<file path="src/rtl/arm_pipe_pkg.sv">
// Shared definitions for the 5-stage ARM pipeline control blocks:
// forwarding-select codes, NZCV bit positions and the EXE hazard FSM states.
package arm_pipe_pkg;

  // Operand source selects seen by the EXE operand muxes
  localparam logic [1:0] FWD_SRC_REG = 2'd0;  // value read from the register file
  localparam logic [1:0] FWD_SRC_MEM = 2'd1;  // ALU result sitting in the MEM slot
  localparam logic [1:0] FWD_SRC_WB  = 2'd2;  // write-back value sitting in the WB slot

  // Bit positions inside the NZCV status register
  localparam int NZCV_N = 3;
  localparam int NZCV_Z = 2;
  localparam int NZCV_C = 1;
  localparam int NZCV_V = 0;

  // EXE hazard sequencer states
  typedef enum logic [1:0] {
    HZ_RUN      = 2'd0,
    HZ_LU_STALL = 2'd1,
    HZ_MEM_WAIT = 2'd2
  } hz_state_e;

  // A slot produces a register only if it holds a real instruction that writes back
  function automatic logic slot_hit(input logic valid, input logic wb_en, input logic dest_eq);
    return valid & wb_en & dest_eq;
  endfunction

endpackage

</file>
<file path="src/rtl/fwd_select.sv">
// Operand forwarding select for one source register: compares the source
// against the MEM and WB slot destinations and picks the newest producer.
module fwd_select
  import arm_pipe_pkg::*;
#(
  parameter int AW = 4
) (
  input  logic          check_en_i,   // source is actually read
  input  logic [AW-1:0] src_i,
  input  logic          mem_valid_i,
  input  logic          mem_wb_en_i,
  input  logic          mem_load_i,
  input  logic [AW-1:0] mem_dest_i,
  input  logic          wb_valid_i,
  input  logic          wb_wb_en_i,
  input  logic [AW-1:0] wb_dest_i,
  output logic [1:0]    sel_o
);

  logic mem_hit;
  logic wb_hit;

  assign mem_hit = check_en_i & slot_hit(mem_valid_i, mem_wb_en_i, mem_dest_i == src_i);
  assign wb_hit  = check_en_i & slot_hit(wb_valid_i, wb_wb_en_i, wb_dest_i == src_i);

  // MEM is newer than WB; a load in MEM has no data yet, so it never forwards
  always_comb begin
    sel_o = FWD_SRC_REG;
    if (mem_hit && !mem_load_i) begin
      sel_o = FWD_SRC_MEM;
    end else if (wb_hit) begin
      sel_o = FWD_SRC_WB;
    end
  end

endmodule

</file>
<file path="src/rtl/exe_hazard_controller.sv">
// EXE-stage sequencer for the 5-stage ARM pipeline. Shadows the EXE/MEM/WB
// slots, generates forwarding selects, load-use / no-forward stalls, branch
// flush and memory-wait freeze, and owns the NZCV status register.
module exe_hazard_controller
  import arm_pipe_pkg::*;
#(
  parameter int REG_AW = 4,
  parameter bit FWD_EN = 1'b1
) (
  input  logic              clk,
  input  logic              rst,
  input  logic              id_valid,
  input  logic [REG_AW-1:0] id_dest,
  input  logic [REG_AW-1:0] id_src1,
  input  logic [REG_AW-1:0] id_src2,
  input  logic              id_two_src,
  input  logic              id_wb_en,
  input  logic              id_mem_read,
  input  logic              id_s,
  input  logic              id_branch,
  input  logic [3:0]        exe_status_bits,
  input  logic              mem_busy,
  output logic              freeze,
  output logic              hazard_stall,
  output logic              flush,
  output logic [1:0]        sel_src1,
  output logic [1:0]        sel_src2,
  output logic [3:0]        status_reg,
  output logic              c_in
);

  // Full shadow of the instruction currently in EXE
  typedef struct packed {
    logic              valid;
    logic [REG_AW-1:0] dest;
    logic              wb_en;
    logic              mem_read;
    logic              s;
    logic              branch;
  } exe_slot_t;

  exe_slot_t exe_q, exe_d;

  // MEM and WB slots keep only what the forwarding compare consumes;
  // the flag-set and branch bits have done their job once they leave EXE.
  logic              mem_valid_q;
  logic              mem_wb_en_q;
  logic              mem_load_q;
  logic [REG_AW-1:0] mem_dest_q;
  logic              wb_valid_q;
  logic              wb_wb_en_q;
  logic [REG_AW-1:0] wb_dest_q;

  logic [3:0] status_q, status_d;
  hz_state_e  state_q, state_d;

  logic exe_hit1, exe_hit2;
  logic mem_hit1, mem_hit2;
  logic stall_raw;
  logic lu_gate;
  logic branch_in_exe;

  logic [REG_AW-1:0] src_arr [2];
  logic              chk_arr [2];
  logic [1:0]        fsel_arr[2];

  // ---------------------------------------------------------------------------
  // Hazard detection against the EXE and MEM slots
  // ---------------------------------------------------------------------------
  assign exe_hit1 = slot_hit(exe_q.valid, exe_q.wb_en, exe_q.dest == id_src1);
  assign exe_hit2 = id_two_src & slot_hit(exe_q.valid, exe_q.wb_en, exe_q.dest == id_src2);
  assign mem_hit1 = slot_hit(mem_valid_q, mem_wb_en_q, mem_dest_q == id_src1);
  assign mem_hit2 = id_two_src & slot_hit(mem_valid_q, mem_wb_en_q, mem_dest_q == id_src2);

  // With forwarding only a load directly ahead forces a wait; without it any
  // in-flight producer in EXE or MEM does.
  assign stall_raw = id_valid & (FWD_EN ? (exe_q.mem_read & (exe_hit1 | exe_hit2))
                                        : (exe_hit1 | exe_hit2 | mem_hit1 | mem_hit2));

  // The cycle after a load-use stall EXE holds the bubble, so a repeat stall
  // is never legitimate with forwarding on. Without forwarding the producer
  // is still in MEM and the second stall cycle is required.
  assign lu_gate = FWD_EN & (state_q == HZ_LU_STALL);

  assign branch_in_exe = exe_q.valid & exe_q.branch;

  // ---------------------------------------------------------------------------
  // Forwarding selects, one comparator per source operand
  // ---------------------------------------------------------------------------
  assign src_arr[0] = id_src1;
  assign src_arr[1] = id_src2;
  assign chk_arr[0] = 1'b1;
  assign chk_arr[1] = id_two_src;

  for (genvar gi = 0; gi < 2; gi++) begin : g_fwd_sel
    fwd_select #(
      .AW (REG_AW)
    ) u_fwd_select (
      .check_en_i  (chk_arr[gi]),
      .src_i       (src_arr[gi]),
      .mem_valid_i (mem_valid_q),
      .mem_wb_en_i (mem_wb_en_q),
      .mem_load_i  (mem_load_q),
      .mem_dest_i  (mem_dest_q),
      .wb_valid_i  (wb_valid_q),
      .wb_wb_en_i  (wb_wb_en_q),
      .wb_dest_i   (wb_dest_q),
      .sel_o       (fsel_arr[gi])
    );
  end

  assign sel_src1 = FWD_EN ? fsel_arr[0] : FWD_SRC_REG;
  assign sel_src2 = FWD_EN ? fsel_arr[1] : FWD_SRC_REG;

  // ---------------------------------------------------------------------------
  // Sequencer FSM
  // ---------------------------------------------------------------------------

  // State register
  always_ff @(posedge clk) begin
    if (rst) begin
      state_q <= HZ_RUN;
    end else begin
      state_q <= state_d;
    end
  end

  // Next-state: memory wait dominates, load-use lasts a single edge
  always_comb begin
    state_d = state_q;
    case (state_q)
      HZ_RUN: begin
        if (mem_busy) begin
          state_d = HZ_MEM_WAIT;
        end else if (hazard_stall) begin
          state_d = HZ_LU_STALL;
        end
      end
      HZ_LU_STALL: begin
        state_d = mem_busy ? HZ_MEM_WAIT : HZ_RUN;
      end
      HZ_MEM_WAIT: begin
        if (!mem_busy) begin
          state_d = HZ_RUN;
        end
      end
      default: state_d = HZ_RUN;
    endcase
  end

  // Outputs: freeze masks everything, flush wins over a stall
  always_comb begin
    freeze       = mem_busy;
    flush        = branch_in_exe & ~mem_busy;
    hazard_stall = stall_raw & ~lu_gate & ~mem_busy & ~branch_in_exe;
  end

  // ---------------------------------------------------------------------------
  // Slot pipeline
  // ---------------------------------------------------------------------------

  // Next EXE occupant: bubble on flush or stall, otherwise the ID instruction
  always_comb begin
    exe_d          = '0;
    if (!flush && !hazard_stall) begin
      exe_d.valid    = id_valid;
      exe_d.dest     = id_dest;
      exe_d.wb_en    = id_wb_en;
      exe_d.mem_read = id_mem_read;
      exe_d.s        = id_s;
      exe_d.branch   = id_branch;
    end
  end

  // Advance all slots together unless the memory side holds the pipeline
  always_ff @(posedge clk) begin
    if (rst) begin
      exe_q       <= '0;
      mem_valid_q <= 1'b0;
      mem_wb_en_q <= 1'b0;
      mem_load_q  <= 1'b0;
      mem_dest_q  <= '0;
      wb_valid_q  <= 1'b0;
      wb_wb_en_q  <= 1'b0;
      wb_dest_q   <= '0;
    end else if (!freeze) begin
      exe_q       <= exe_d;
      mem_valid_q <= exe_q.valid;
      mem_wb_en_q <= exe_q.wb_en;
      mem_load_q  <= exe_q.mem_read;
      mem_dest_q  <= exe_q.dest;
      wb_valid_q  <= mem_valid_q;
      wb_wb_en_q  <= mem_wb_en_q;
      wb_dest_q   <= mem_dest_q;
    end
  end

  // ---------------------------------------------------------------------------
  // NZCV status register
  // ---------------------------------------------------------------------------

  // Capture the ALU flags only for a real flag-setting instruction in EXE
  always_comb begin
    status_d = status_q;
    if (exe_q.valid && exe_q.s) begin
      status_d[NZCV_N] = exe_status_bits[NZCV_N];
      status_d[NZCV_Z] = exe_status_bits[NZCV_Z];
      status_d[NZCV_C] = exe_status_bits[NZCV_C];
      status_d[NZCV_V] = exe_status_bits[NZCV_V];
    end
  end

  // Status updates on the same edges the slots advance
  always_ff @(posedge clk) begin
    if (rst) begin
      status_q <= '0;
    end else if (!freeze) begin
      status_q <= status_d;
    end
  end

  // Registered carry, so a flag-setter only affects later instructions
  assign status_reg = status_q;
  assign c_in       = status_q[NZCV_C];

endmodule

</file>
<file path="config.mk">
export PLATFORM = sky130hd
export DESIGN_NAME = exe_hazard_controller
export DESIGN_NICKNAME = d
export VERILOG_FILES = /design/src/rtl/arm_pipe_pkg.sv /design/src/rtl/fwd_select.sv /design/src/rtl/exe_hazard_controller.sv
export SDC_FILE = /design/constraint.sdc
export NUM_CORES = 1
export LEC_CHECK = 0
export BUFFER_PORTS_ARGS = -buffer_cell sky130_fd_sc_hd__clkbuf_2
export CAP_MARGIN = 0
export CORE_ASPECT_RATIO = 0.9
export CORE_MARGIN = 2
export CORE_UTILIZATION = 25
export CTS_CLUSTER_SIZE = 14
export DETAILED_ROUTE_END_ITERATION = 6
export SYNTH_ARGS = -nofsm -noshare
export SYNTH_HDL_FRONTEND = slang
export SYNTH_SLANG_ARGS = --single-unit
</file>
<file path="constraint.sdc">
create_clock -name clk -period 1.7 [get_ports clk]
set_clock_uncertainty 0.15 [all_clocks]
set_input_delay 0.085 -clock clk [delete_from_list [all_inputs] [get_ports clk]]
set_output_delay 0.085 -clock clk [all_outputs]
set_load 0.1 [all_outputs]
</file>
Word level (Yosys, flattened, before mapping)
Cells that the tools add are included.
Cells by class
  reductions and logical operators: 10
  multiplexer cells: 10
  eq/ne operators: 10
  bitwise logic cells: 23
Operator list (count)
  $eq A4 B4 Y1: 6
  $and A1 B1 Y1: 19
  $mux W2: 8
  $mux W9: 1
  $pmux W2 S3: 1
  $logic_and A1 B1 Y1: 4
  $reduce_and A2 Y1: 2
  $logic_not A1 Y1: 3
  $ne A3 B3 Y1 const B: 1
  $not A1 Y1: 3
  $eq A2 B1 Y1 const B: 1
  $eq A2 B2 Y1 const B: 1
  $logic_not A2 Y1: 1
  $ne A2 B2 Y1 const B: 1
  $or A1 B1 Y1: 1
Storage, ports and cells
  output and inout bits: 12
  input port bits: 25
  register bits after elaboration: 28

Longest topological paths before layout
  depth after elaboration: 12
  depth in mapped cells: 7

Hierarchy
A second synthesis with hierarchy kept.
Unflattened totals
  cells, all modules: 138
  area, all modules: 1360.1 um^2
By module, submodules not included
  exe_hazard_controller: instances 1, cells each 108, area an instance 1122.3 um^2
  fwd_select: instances 2, cells each 15, area an instance 118.9 um^2

Worst setup path before layout
No wires, ideal clock.
  kind: reg-to-output
  start: register mem_dest_q[3]
  end: output port sel_src1[1]
  slack: -2.662 ns
  buffers on the path: 0
  data arrival time: 4.127 ns
  required time: 1.465 ns
  stages on the path, launching flop included: 5
  path through: dfxtp_1 > xnor2_1 > nand3_1 > nor3_1 > nor3_1
On the way
  word-level cells in the longest chain between the ends: 4
RTL lines
  start, declared: RTL line exe_hazard_controller.sv:49  | logic [REG_AW-1:0] mem_dest_q;
  start signal, assigned: RTL line exe_hazard_controller.sv:191  | mem_dest_q <= exe_q.dest;
  $eq A4 B4 Y1: RTL line fwd_select.sv:23  | assign mem_hit = check_en_i & slot_hit(mem_valid_i, mem_wb_en_i, mem_dest_i == src_i);
  $and A1 B1 Y1
  $logic_and A1 B1 Y1: RTL line fwd_select.sv:29  | if (mem_hit && !mem_load_i) begin
  $mux W2: RTL line fwd_select.sv:29
  end, declared: RTL line exe_hazard_controller.sv:26  | output logic [1:0] sel_src1,
No other way between the ends.

Worst setup path after layout
  start: register mem_load_q
  end: output port sel_src2[1]
On the way
  word-level cells in the longest chain between the ends: 3
RTL lines
  start, declared: RTL line exe_hazard_controller.sv:48  | logic mem_load_q;
  start signal, assigned: RTL line exe_hazard_controller.sv:190  | mem_load_q <= exe_q.mem_read;
  $logic_not A1 Y1: RTL line fwd_select.sv:29
  $logic_and A1 B1 Y1: RTL line fwd_select.sv:29
  $mux W2: RTL line fwd_select.sv:29
  end, declared: RTL line exe_hazard_controller.sv:27  | output logic [1:0] sel_src2,
No other way between the ends.

==> results.cfg <==
[drt]
first_pass_iters = 4
routedWlPerCell_um = 12.88
final_antenna_net_count = 0
drc = 0
wirelength_um = 3387
post_drt_via_cell_ratio = 4.445
drtIter0Drc = 28
vias = 1169

[pwr]
vdd_drop_max_mv = 0.2599
power_density_nw_per_um2 = 664.1
power_leakage_nw = 0.8687

[floorplanning]
initial_core_util = 0.2557
die_x_um = 80.81
pin_count = 37
core_sq_um = 5192
fp-row-count = 25
die_h_um = 73.13
die-area_sq_um = 5910

[run_status]
status = complete, but fails checks
violations = setup timing

[global_routing]
grt_start_max_net_pins = 17
grt_pass1_wl_um = 5257
antenna_found_initial = 0
grt_overflow = 0
grt_pass1_vias = 1081
grtUsageTotal = 0.1157

[worst_setup_path]
cp-start-kind = flop
reg2reg_depth = 5
arrival_ns = 1.60
rrSetupSlack_ns = 0.04
cp_slowest_stage_delay_ns = 0.33
r2r-end = exe_q[2]
cp_num_buf_inv = 1
cp_cell_sequence = nand3b_1, nor4_2, and3_4, nor3_4, buf_12
cp_top_family = simple AND/OR/NAND/NOR gates
worstPathMaxFanout = 2
criticalPathCategory = flop to output pin
crit_required_ns = 1.46
cp_slowest_cell = dfxtp_2
r2r-start = exe_q[5]
crit_path_end_kind = output pin

[layout]
layout_common_cells = clkbuf_2 (30), dfxtp_1 (20), dlygate4sd3_1 (14)
nets = 222
n_antenna_cell = 0
layout_commonest_cell = clkbuf_2
top_register = exe_q
postLayoutCellArea_sq_um = 2074
postLayoutCoreUtil = 0.3995
area_growth_pct = 56.27
stdcell_count = 263
largest_reg_flops = 9
drive_above_1_share = 0.4184

[clock_tree]
clock-sinks = 28
cts_made_buffers = 3
ctsHtreeMaxLevel = 1
worstSkewPairLatency_ns = 0.28
cts_buffer_depth = 2
cts_tree = yes
clk_pin_slew_ns = 0.09
ctsRootBufferMaster = clkbuf_8

[hold_path]
hp-class = input pin to flop
hold_end = status_reg[0]
hp-start = mem_busy
min_path_cells = 5

[placement]
dpl.hpwl_um = 2364
place_inst = 239
io_buffers = 36
place_area_sq_um = 1740
gp_congestion = 0.7289

[timing]
hold_viol = 0
worst_hold_slack_ns = 0.1601
maxSlewViolCount = 0
period_share = 1.081
fmax_mhz = 544.0
rsz0062_at_grt = yes
tightest_slew_ns = 0.5372
tns_ns = -0.3570
period_minus_slack_ns = 1.838
slew_headroom = 0.6434
setup_viol = 5
fin_ws_ns = -0.1383

[logic_synthesis]
synth-adder-area-share = 0
synthMuxAreaShare = 0.09048
synth-compound-area-share = 0.1272
yosys.area_share.simple = 0.1612
synth-seq-cells = 28
synth_cell_types = 31
ys_seq_area_frac = 0.4222
syn_inst = 135
synth.cell_area_sq_um = 1328
synth_fp_nets = 160
synth_top_family_by_area = simple AND/OR/NAND/NOR gates
synth_xor_area_frac = 0.1583
avgSynthCellArea_sq_um = 9.834
synth_warnings = 0

[job]
maxCapViolCount = 0
-- worst register-to-register path, delay by kind of cell, from the launching register on --
family | cells | cell delay [ns]
compound gates | 3 | 0.69
flops | 1 | 0.34
buf+inv | 1 | 0.20
xor+xnor | 1 | 0.18
-- how the worst max path moves through the flow --
stage,startpoint,end,slack [ns],cells after the start
2_1_floorplan,mem_dest_q[2],sel_src1[1],-0.30,4
6_report,mem_load_q,sel_src2[1],-0.14,5
3_3_place_gp,exe_q[5],exe_q[1],0.12,4
4_1_cts,exe_q[6],hazard_stall,-0.16,5
3_5_place_dp,exe_q[5],exe_q[2],0.08,4
5_1_grt,mem_load_q,sel_src2[1],-0.19,5
-- per-layer routing --
layer,routed length (um),up-vias,track usage
met3,163,4,0.01980
met5,0,-,0
met4,37,0,0.03955
met2,1525,26,0.1671
met1,1660,547,0.1725
li1,-,592,-
-- kinds of logic (layout without fill, tap and decap cells) --
family	Yosys count	count (layout)
simple gates	43	43
flops	28	28
xor+xnor	24	24
compound gates	19	20
mux	12	12
buf+inv	9	69
-- what timing repair did --
action,CTS,global route
pin swaps,20,11
hold buffers,14,0
endpoints found under the setup margin,5,14
gates resized for setup,8,13
setup buffers,4,2
cloned,0,1
endpoints found under the hold margin,18,0
-- stage by stage --
| step | power, mW | setup slack (ns) |
|---|---|---|
| 2_1_floorplan | 0.8440 | -0.2984 |
| 3_3_place_gp | 0.9157 | 0.1159 |
| 3_5_place_dp | 0.9169 | 0.08050 |
| 4_1_cts | 1.375 | -0.1563 |
| 5_1_grt | 1.444 | -0.1908 |
| 6_report | 1.378 | -0.1383 |
-- synthesized netlist by cell type --
cell type  count  area [sq um]
and2_2         1         7.510
xor2_1         7         61.31
a211o_1        1         8.760
nor4_1         2         12.51
buf_4          3         22.52
o41ai_4        1         27.53
inv_1          1         3.750
mux2i_1       12         120.1
and2_1         1         6.260
nor2_1        14         52.55
buf_1          1         3.750
nand3b_1       1         7.510
nand4b_1       1         8.760
nor3_1         3         15.01
xnor2_1       17         148.9
dfxtp_1       28         560.5
a21boi_0       1         7.510
nand3_1        8         40.04
o21ai_0        1         5.000
and3_1         1         6.260
buf_2          1         5.000
a22o_1         9         78.83
nor2b_2        1         8.760
buf_6          1         11.26
clkbuf_1       2         7.510
nand4_1        2         12.51
a21oi_1        5         25.02
nand2_1        6         22.52
a21oi_4        1         16.27
nor2b_1        1         6.260
and3_2         1         7.510
-- power by group --
group / total, mW / switching, mW / internal (mW) / leakage [nW]
sequential: 0.699 / 0.0206 / 0.679 / 0.232
clock: 0.417 / 0.209 / 0.208 / 0.0288
combinational: 0.262 / 0.129 / 0.132 / 0.608
-- final cells by class --
class,count,area (sq um)
Clock buffer,4,55.05
Fill cell,544,3118
Inverter,1,3.754
Multi-Input combinational cell,99,839.6
Sequential cell,28,573.1
Tap cell,67,83.83
Timing Repair Buffer,64,519.2
Power figures use the tool's default switching activity.
